### config.mk
export PLATFORM = sky130hd
export DESIGN_NAME = spi_master_ram_driver
export DESIGN_NICKNAME = d
export VERILOG_FILES = /design/src/rtl/spi_master_ram_driver.sv
export SDC_FILE = /design/constraint.sdc
export NUM_CORES = 1
export LEC_CHECK = 0
export CAP_MARGIN = 20
export CELL_PAD_IN_SITES_DETAIL_PLACEMENT = 0
export CELL_PAD_IN_SITES_GLOBAL_PLACEMENT = 1
export CORE_UTILIZATION = 33
export DETAILED_ROUTE_END_ITERATION = 16
export PLACE_DENSITY = 0.7
export SLEW_MARGIN = 30
export SYNTH_ARGS = -nofsm -noshare
export SYNTH_HDL_FRONTEND = slang
export SYNTH_SLANG_ARGS = --single-unit
export TNS_END_PERCENT = 30
### constraint.sdc
create_clock -name clk -period 2.3 [get_ports clk]
set_input_delay 0.69 -clock clk [delete_from_list [all_inputs] [get_ports clk]]
set_output_delay 0.69 -clock clk [all_outputs]
set_load 0.005 [all_outputs]
### src/rtl/spi_master_ram_driver.sv
// SPI master for the RAM slave: serialises {cmd_type, cmd_data} MSB first, captures the 8-bit read reply.
// One bit per clk; SS_n and MOSI are registered so the slave sees glitch-free lines.
module spi_master_ram_driver #(
  parameter int unsigned RD_GAP   = 2,
  parameter int unsigned IDLE_MIN = 1
) (
  input  logic       clk,
  input  logic       rst,
  input  logic       cmd_valid,
  output logic       cmd_ready,
  input  logic [1:0] cmd_type,
  input  logic [7:0] cmd_data,
  output logic [7:0] rd_data,
  output logic       rd_valid,
  output logic       busy,
  output logic       SS_n,
  output logic       MOSI,
  input  logic       MISO
);

  typedef enum logic [2:0] {
    S_IDLE,
    S_LEAD,
    S_SHIFT,
    S_GAP,
    S_CAPTURE,
    S_END
  } state_e;

  localparam logic [3:0] SHIFT_LAST   = 4'd9;
  localparam logic [3:0] CAPTURE_LAST = 4'd7;
  localparam logic [3:0] GAP_LAST     = 4'(RD_GAP - 1);
  localparam logic [3:0] END_LAST     = 4'(IDLE_MIN - 1);

  state_e      state_q, state_d;
  logic [3:0]  cnt_q, cnt_d;
  logic [9:0]  frame_q, frame_d;
  logic        is_rd_q, is_rd_d;
  logic [7:0]  shreg_q, shreg_d;
  logic [7:0]  rd_data_q, rd_data_d;
  logic        rd_valid_q, rd_valid_d;
  logic        ss_n_q, ss_n_d;
  logic        mosi_q, mosi_d;
  logic        accept;

  // Ready is held low while reset is asserted, even though the state is already IDLE.
  assign cmd_ready = (state_q == S_IDLE) && !rst;
  assign accept    = cmd_valid && cmd_ready;

  always_comb begin
    state_d    = state_q;
    cnt_d      = cnt_q;
    frame_d    = frame_q;
    is_rd_d    = is_rd_q;
    shreg_d    = shreg_q;
    rd_data_d  = rd_data_q;
    rd_valid_d = 1'b0;

    case (state_q)
      S_IDLE: begin
        if (accept) begin
          frame_d = {cmd_type, cmd_data};
          is_rd_d = (cmd_type == 2'b11);
          cnt_d   = 4'd0;
          state_d = S_LEAD;
        end
      end
      S_LEAD: begin
        cnt_d   = 4'd0;
        state_d = S_SHIFT;
      end
      S_SHIFT: begin
        // MOSI always shows frame_q[9]; shifting left presents the next bit.
        frame_d = {frame_q[8:0], 1'b0};
        if (cnt_q == SHIFT_LAST) begin
          cnt_d   = 4'd0;
          state_d = is_rd_q ? S_GAP : S_END;
        end else begin
          cnt_d = cnt_q + 4'd1;
        end
      end
      S_GAP: begin
        if (cnt_q == GAP_LAST) begin
          cnt_d   = 4'd0;
          state_d = S_CAPTURE;
        end else begin
          cnt_d = cnt_q + 4'd1;
        end
      end
      S_CAPTURE: begin
        shreg_d = {shreg_q[6:0], MISO};
        if (cnt_q == CAPTURE_LAST) begin
          cnt_d      = 4'd0;
          rd_data_d  = {shreg_q[6:0], MISO};
          rd_valid_d = 1'b1;
          state_d    = S_END;
        end else begin
          cnt_d = cnt_q + 4'd1;
        end
      end
      S_END: begin
        if (cnt_q == END_LAST) begin
          cnt_d   = 4'd0;
          state_d = S_IDLE;
        end else begin
          cnt_d = cnt_q + 4'd1;
        end
      end
      default: begin
        cnt_d   = 4'd0;
        state_d = S_IDLE;
      end
    endcase
  end

  // Line levels are derived from the next state so they change on the same edge as the state.
  always_comb begin
    ss_n_d = !((state_d == S_LEAD) || (state_d == S_SHIFT) ||
               (state_d == S_GAP)  || (state_d == S_CAPTURE));
    mosi_d = 1'b0;
    if ((state_d == S_LEAD) || (state_d == S_SHIFT)) begin
      mosi_d = frame_d[9];
    end
  end

  always_ff @(posedge clk) begin
    if (rst) begin
      state_q    <= S_IDLE;
      cnt_q      <= 4'd0;
      frame_q    <= 10'd0;
      is_rd_q    <= 1'b0;
      shreg_q    <= 8'h00;
      rd_data_q  <= 8'h00;
      rd_valid_q <= 1'b0;
      ss_n_q     <= 1'b1;
      mosi_q     <= 1'b0;
    end else begin
      state_q    <= state_d;
      cnt_q      <= cnt_d;
      frame_q    <= frame_d;
      is_rd_q    <= is_rd_d;
      shreg_q    <= shreg_d;
      rd_data_q  <= rd_data_d;
      rd_valid_q <= rd_valid_d;
      ss_n_q     <= ss_n_d;
      mosi_q     <= mosi_d;
    end
  end

  assign rd_data  = rd_data_q;
  assign rd_valid = rd_valid_q;
  assign busy     = (state_q != S_IDLE);
  assign SS_n     = ss_n_q;
  assign MOSI     = mosi_q;

endmodule

* Yosys cells after proc, flatten, opt, wreduce, memory -nomap -nowiden
Cells that the tools add are included.
Storage, ports and cells: bits in registers 36, input bits 14, logic and storage cells 59
Cells by class: add/subtract/negate cells 1, eq/ne operators 14, mux-type cells 16, bitwise logic cells 2, reduce and logical (&&, ||, !) cells 16
Operators by type and width (count):
- 4-bit two-way mux | 5
- 10-bit one-hot mux with 2 select lines | 1
- 4-bit one-hot mux with 5 select lines | 1
- 3-bit two-way mux | 6
- 3-bit one-hot mux with 6 select lines | 1
- 3-bit by 2-bit == test with 1-bit output, second input constant | 4
- 10-bit two-way mux | 1
- 3-bit == test, second input constant | 3
- 3-bit by 1-bit == test with 1-bit output, second input constant | 2
- 2-bit AND reduction | 3
- 4-bit by 1-bit adder with 4-bit output, second input constant | 1
- 4-bit by 1-bit == test with 1-bit output, second input constant | 1
- 4-bit by 3-bit == test with 1-bit output, second input constant | 1
- 4-bit == test, second input constant | 1
- 4-bit zero test | 1
- 2-bit OR reduction | 2
- 3-bit zero test | 1
- 1-bit logical OR | 3
- 3-bit nonzero test | 1
- 2-bit == test, second input constant | 1
- 1-bit logical AND | 2
- 1-bit zero test | 2
- 2-bit inequality test, second input constant | 1
- 1-bit inverter | 2
- other kinds (2) | 2

* Depth between registers and ports, before layout
Gate-level depths: netlist of the first run.
depth after elaboration 10, depth in mapped cells 7, depth with buffers taken out 6

* Worst setup path after synthesis of the first run
OpenSTA, ideal clock, no wires.
path kind input port to output port, start input rst, end output cmd_ready, arrival 1.198 ns, slack 0.412 ns, cell stages on the path 3, path buffers 2, cells stage by stage buf_2 clkbuf_1 nor2_1
On the way: word-level cells in the longest chain between the ends 2
Ends and longest elaborated chain:
- start: declaration | RTL line 8 | input logic rst,
- 1-bit zero test | RTL line 47 | assign cmd_ready = (state_q == S_IDLE) && !rst;
- 1-bit logical AND | RTL line 47
- end: declaration | RTL line 10 | output logic cmd_ready,
Every way passes these cells.

* Worst setup path in the final report of the first run
start register state_q[2], end output busy
On the way: word-level cells in the longest chain between the ends 1
Ends and longest elaborated chain:
- start: declaration | RTL line 35 | state_e state_q, state_d;
- start signal: assignment | RTL line 138 | state_q <= state_d;
- 3-bit nonzero test | RTL line 152 | assign busy = (state_q != S_IDLE);
- end: declaration | RTL line 15 | output logic busy,
Every way passes these cells.

==> results of run 1 <==
==> cells in the mapped netlist, types with 2 or more instances <==
cell      number  share of area (%)
clkbuf_1       4               0.97
buf_2          4                1.3
o221ai_1       2                1.1
nand2_1       19                4.6
nand3_1        2               0.64
dfxtp_1       36                 46
ha_1           3                2.4
a222oi_1       8                5.2
nand3b_1       2               0.97
mux2i_1        9                5.8
xnor2_1        3                1.7
a21oi_1       15                4.8
inv_1          4               0.97
nand2b_1       5                2.0
nor3_1         2               0.64
a22oi_1        2               0.97
buf_6          2                1.4
nor2_1        29                7.0
==> flip-flops by register name (all words and copies together), names as in the netlist <==
name / count
rd_data: 8
shreg_q: 7
SS_n: 1
frame_q: 10
MOSI: 1
rd_valid: 1
is_rd_q: 1
cnt_q: 4
state_q: 3
==> report_power, final <==
part,leakage [nW],switching (mW),total [mW],internal (mW)
clock,0.0424,0.210,0.426,0.216
combinational,0.396,0.0766,0.165,0.0888
sequential,0.292,0.0116,0.653,0.641
==> timing repair <==
item / in CTS / in global routing
setup endpoints to repair: 1 / 1
resized for setup: 1 / 1
pin swaps: 1 / 0
==> cell type report <==
type	count	share of cell area (%)
clock buffers	7	3.758
clock inverters	1	0.4313
inverters	4	0.7394
multi-input cells	122	37.71
flip-flops and latches	36	35.49
well taps	52	3.204
repair buffers	42	18.67
==> cell families after synthesis <==
family,Yosys count
and+or+nand+nor,70
AOI/OAI and AO/OA,37
DFF,36
buffers and inverters,14
muxes,9
xor gates and xnor gates,3
adders and majority gates,3
==> how the worst max path moves through the flow <==
stage               slack [ps]                   from  depth (start not counted)         to
floorplan                  410                    rst                          3  cmd_ready
global placement          -110                    rst                          3  cmd_ready
detailed placement        -140                    rst                          3  cmd_ready
CTS                         30  state_q[2]$_SDFF_PP0_                          4       busy
global route               0.3  state_q[2]$_SDFF_PP0_                          4       busy
finish                      80  state_q[2]$_SDFF_PP0_                          4       busy
==> per-layer routing <==
layer / vias up / global-route usage, %
li1: 684 / -
met1: 610 / 18.06
met2: 26 / 22.87
met3: 6 / 4.274
met4: 0 / 5.333
met5: - / 0
==> critical path, stage by stage (launching register included) <==
cell and delay (ps):
dfxtp_1 460, nor3_2 80, inv_1 90, buf_4 140, clkdlybuf4s50_1 490
==> flow_summary.ini, run 1 <==
[power_and_ir_drop]
fin_total_pwr_mw = 1.244
cellLeakagePower_nw = 0.7300
power_density_nw_per_um2 = 612.5
peakVddDrop_mv = 0.2710

[placement]
gp_congestion = 0.8046
io_buffers = 26
placed_cell_area_um2 = 1942
placed_cells_incl_taps = 256
dp_hpwl_mm = 2.367
place_worst_setup_slack_ps = -138.6

[drt]
met1_length_mm = 1.569
antenna_left = 0
drtIter0Drc = 78
route.met3.wl_um = 123
route.detailed.vias_per_inst = 5.023
vias = 1326
first_pass_iters = 12
drcViolationCount = 2
wl_per_cell_um = 12.22
routed_wirelength_mm = 3.226
top_layer = met4
met2_length_mm = 1.487

[cells_and_area]
multi_input_area_um2 = 765.7
layout_commonest_cell = dfxtp_1
area_growth_pct = 30.68
drive_gt1_share_pct = 13.68
ff_latch_area_um2 = 720.7
nNetsFinal = 228
fin_util_pct = 45.69
fin_area_um2 = 2031
fill_cells = 438
stdcell_count = 264
final_cell_mix = dfxtp_1, nor2_1, clkdlybuf4s50_1
n_antenna_cell = 0

[synth]
syn_area_per_cell_um2 = 9.035
synth-simple-area-share_pct = 21.98
syn_nets = 189
postSynthCellCount = 172
synthXorXnorAreaFrac_pct = 1.691
synth_top_flop_cell = dfxtp_1
synth_warnings = 0
syn-cell-area_um2 = 1554
ys_ff_latch = 36
ys_seq_area_share_pct = 46.38
synth_mux_area_share_pct = 5.797
synth-compound-area-share_pct = 17.07
synth_fa_ha_area_share_pct = 2.415
synth_cell_types = 39
synth_top_family_by_area = simple AND/OR/NAND/NOR gates
synthArstFlopShare_pct = 0
synth_edf_count = 0

[floorplan]
die_w_um = 70.62
pin_count = 27
num_rows = 24
chipHeight_um = 70.62
start_util_pct = 34.97
coreArea_um2 = 4444
dieArea_um2 = 4987

[sta]
worst_slew_pin_slew_ps = 506.9
fmax_mhz = 450.2
min_period_over_period_pct = 96.57
maxSlewViolCount = 0
finalClockSkew_ps = 5.237
finalCriticalPeriod_ps = 2221
fin_setup_tns_ps = 0
rsz0062_at_grt = false
setup_viol = 0
fin_ws_ps = 78.92
hold_violations = 0
holdWs_ps = 469.6
max-slew-margin-rel_pct = 66.10

[clock_network]
cts.sinks = 36
cts_buffers = 5
clock_latency_ps = 280
clk_pin_slew_worst_paths_ps = 70
cts_setup_buffers = 0
cts_tree = done
htree_levels = 2
clk_path_buf_depth = 2
cts_hold_buf = 0
root_buffer = clkbuf_8

[setup_path]
ff2ff_path_depth = 4
crit_type = flip-flop to output port
crit_path_max_fanout = 8
critPathCaptureType = output port
startpoint_type = flip-flop
required_ps = 1610
rr_startpoint = cnt_q[3]$_SDFFE_PP0P_
cp.arrival_ps = 1530
regToRegSetupSlack_ps = 420
r2r_end = SS_n$_SDFF_PP1_

[global_route]
gr-usage-all-layers_pct = 14.22
overflow = 0
grt_max_degree = 28
grt_antenna_before_repair = 0
grt_pass1_vias = 1232
grt_pass1_wl_mm = 5.582

[status]
violations = design-rule violations
status = finished, violations left

[min_path]
worstHoldStart = shreg_q[0]$_SDFFE_PP0P_
whs_endpoint = shreg_q[1]$_SDFFE_PP0P_
hold_path_class = flip-flop to flip-flop
hold_depth = 2

[run]
cap_violations = 0
No activity file was read; power rests on OpenSTA's default activity.
==> run 2: changes to the inputs <==
- CAP_MARGIN: 20 -> default
- GPL_TIMING_DRIVEN: default -> 1
==> results of run 2 <==
No change in the layout: final DEF, timing and power equal those of run 1.
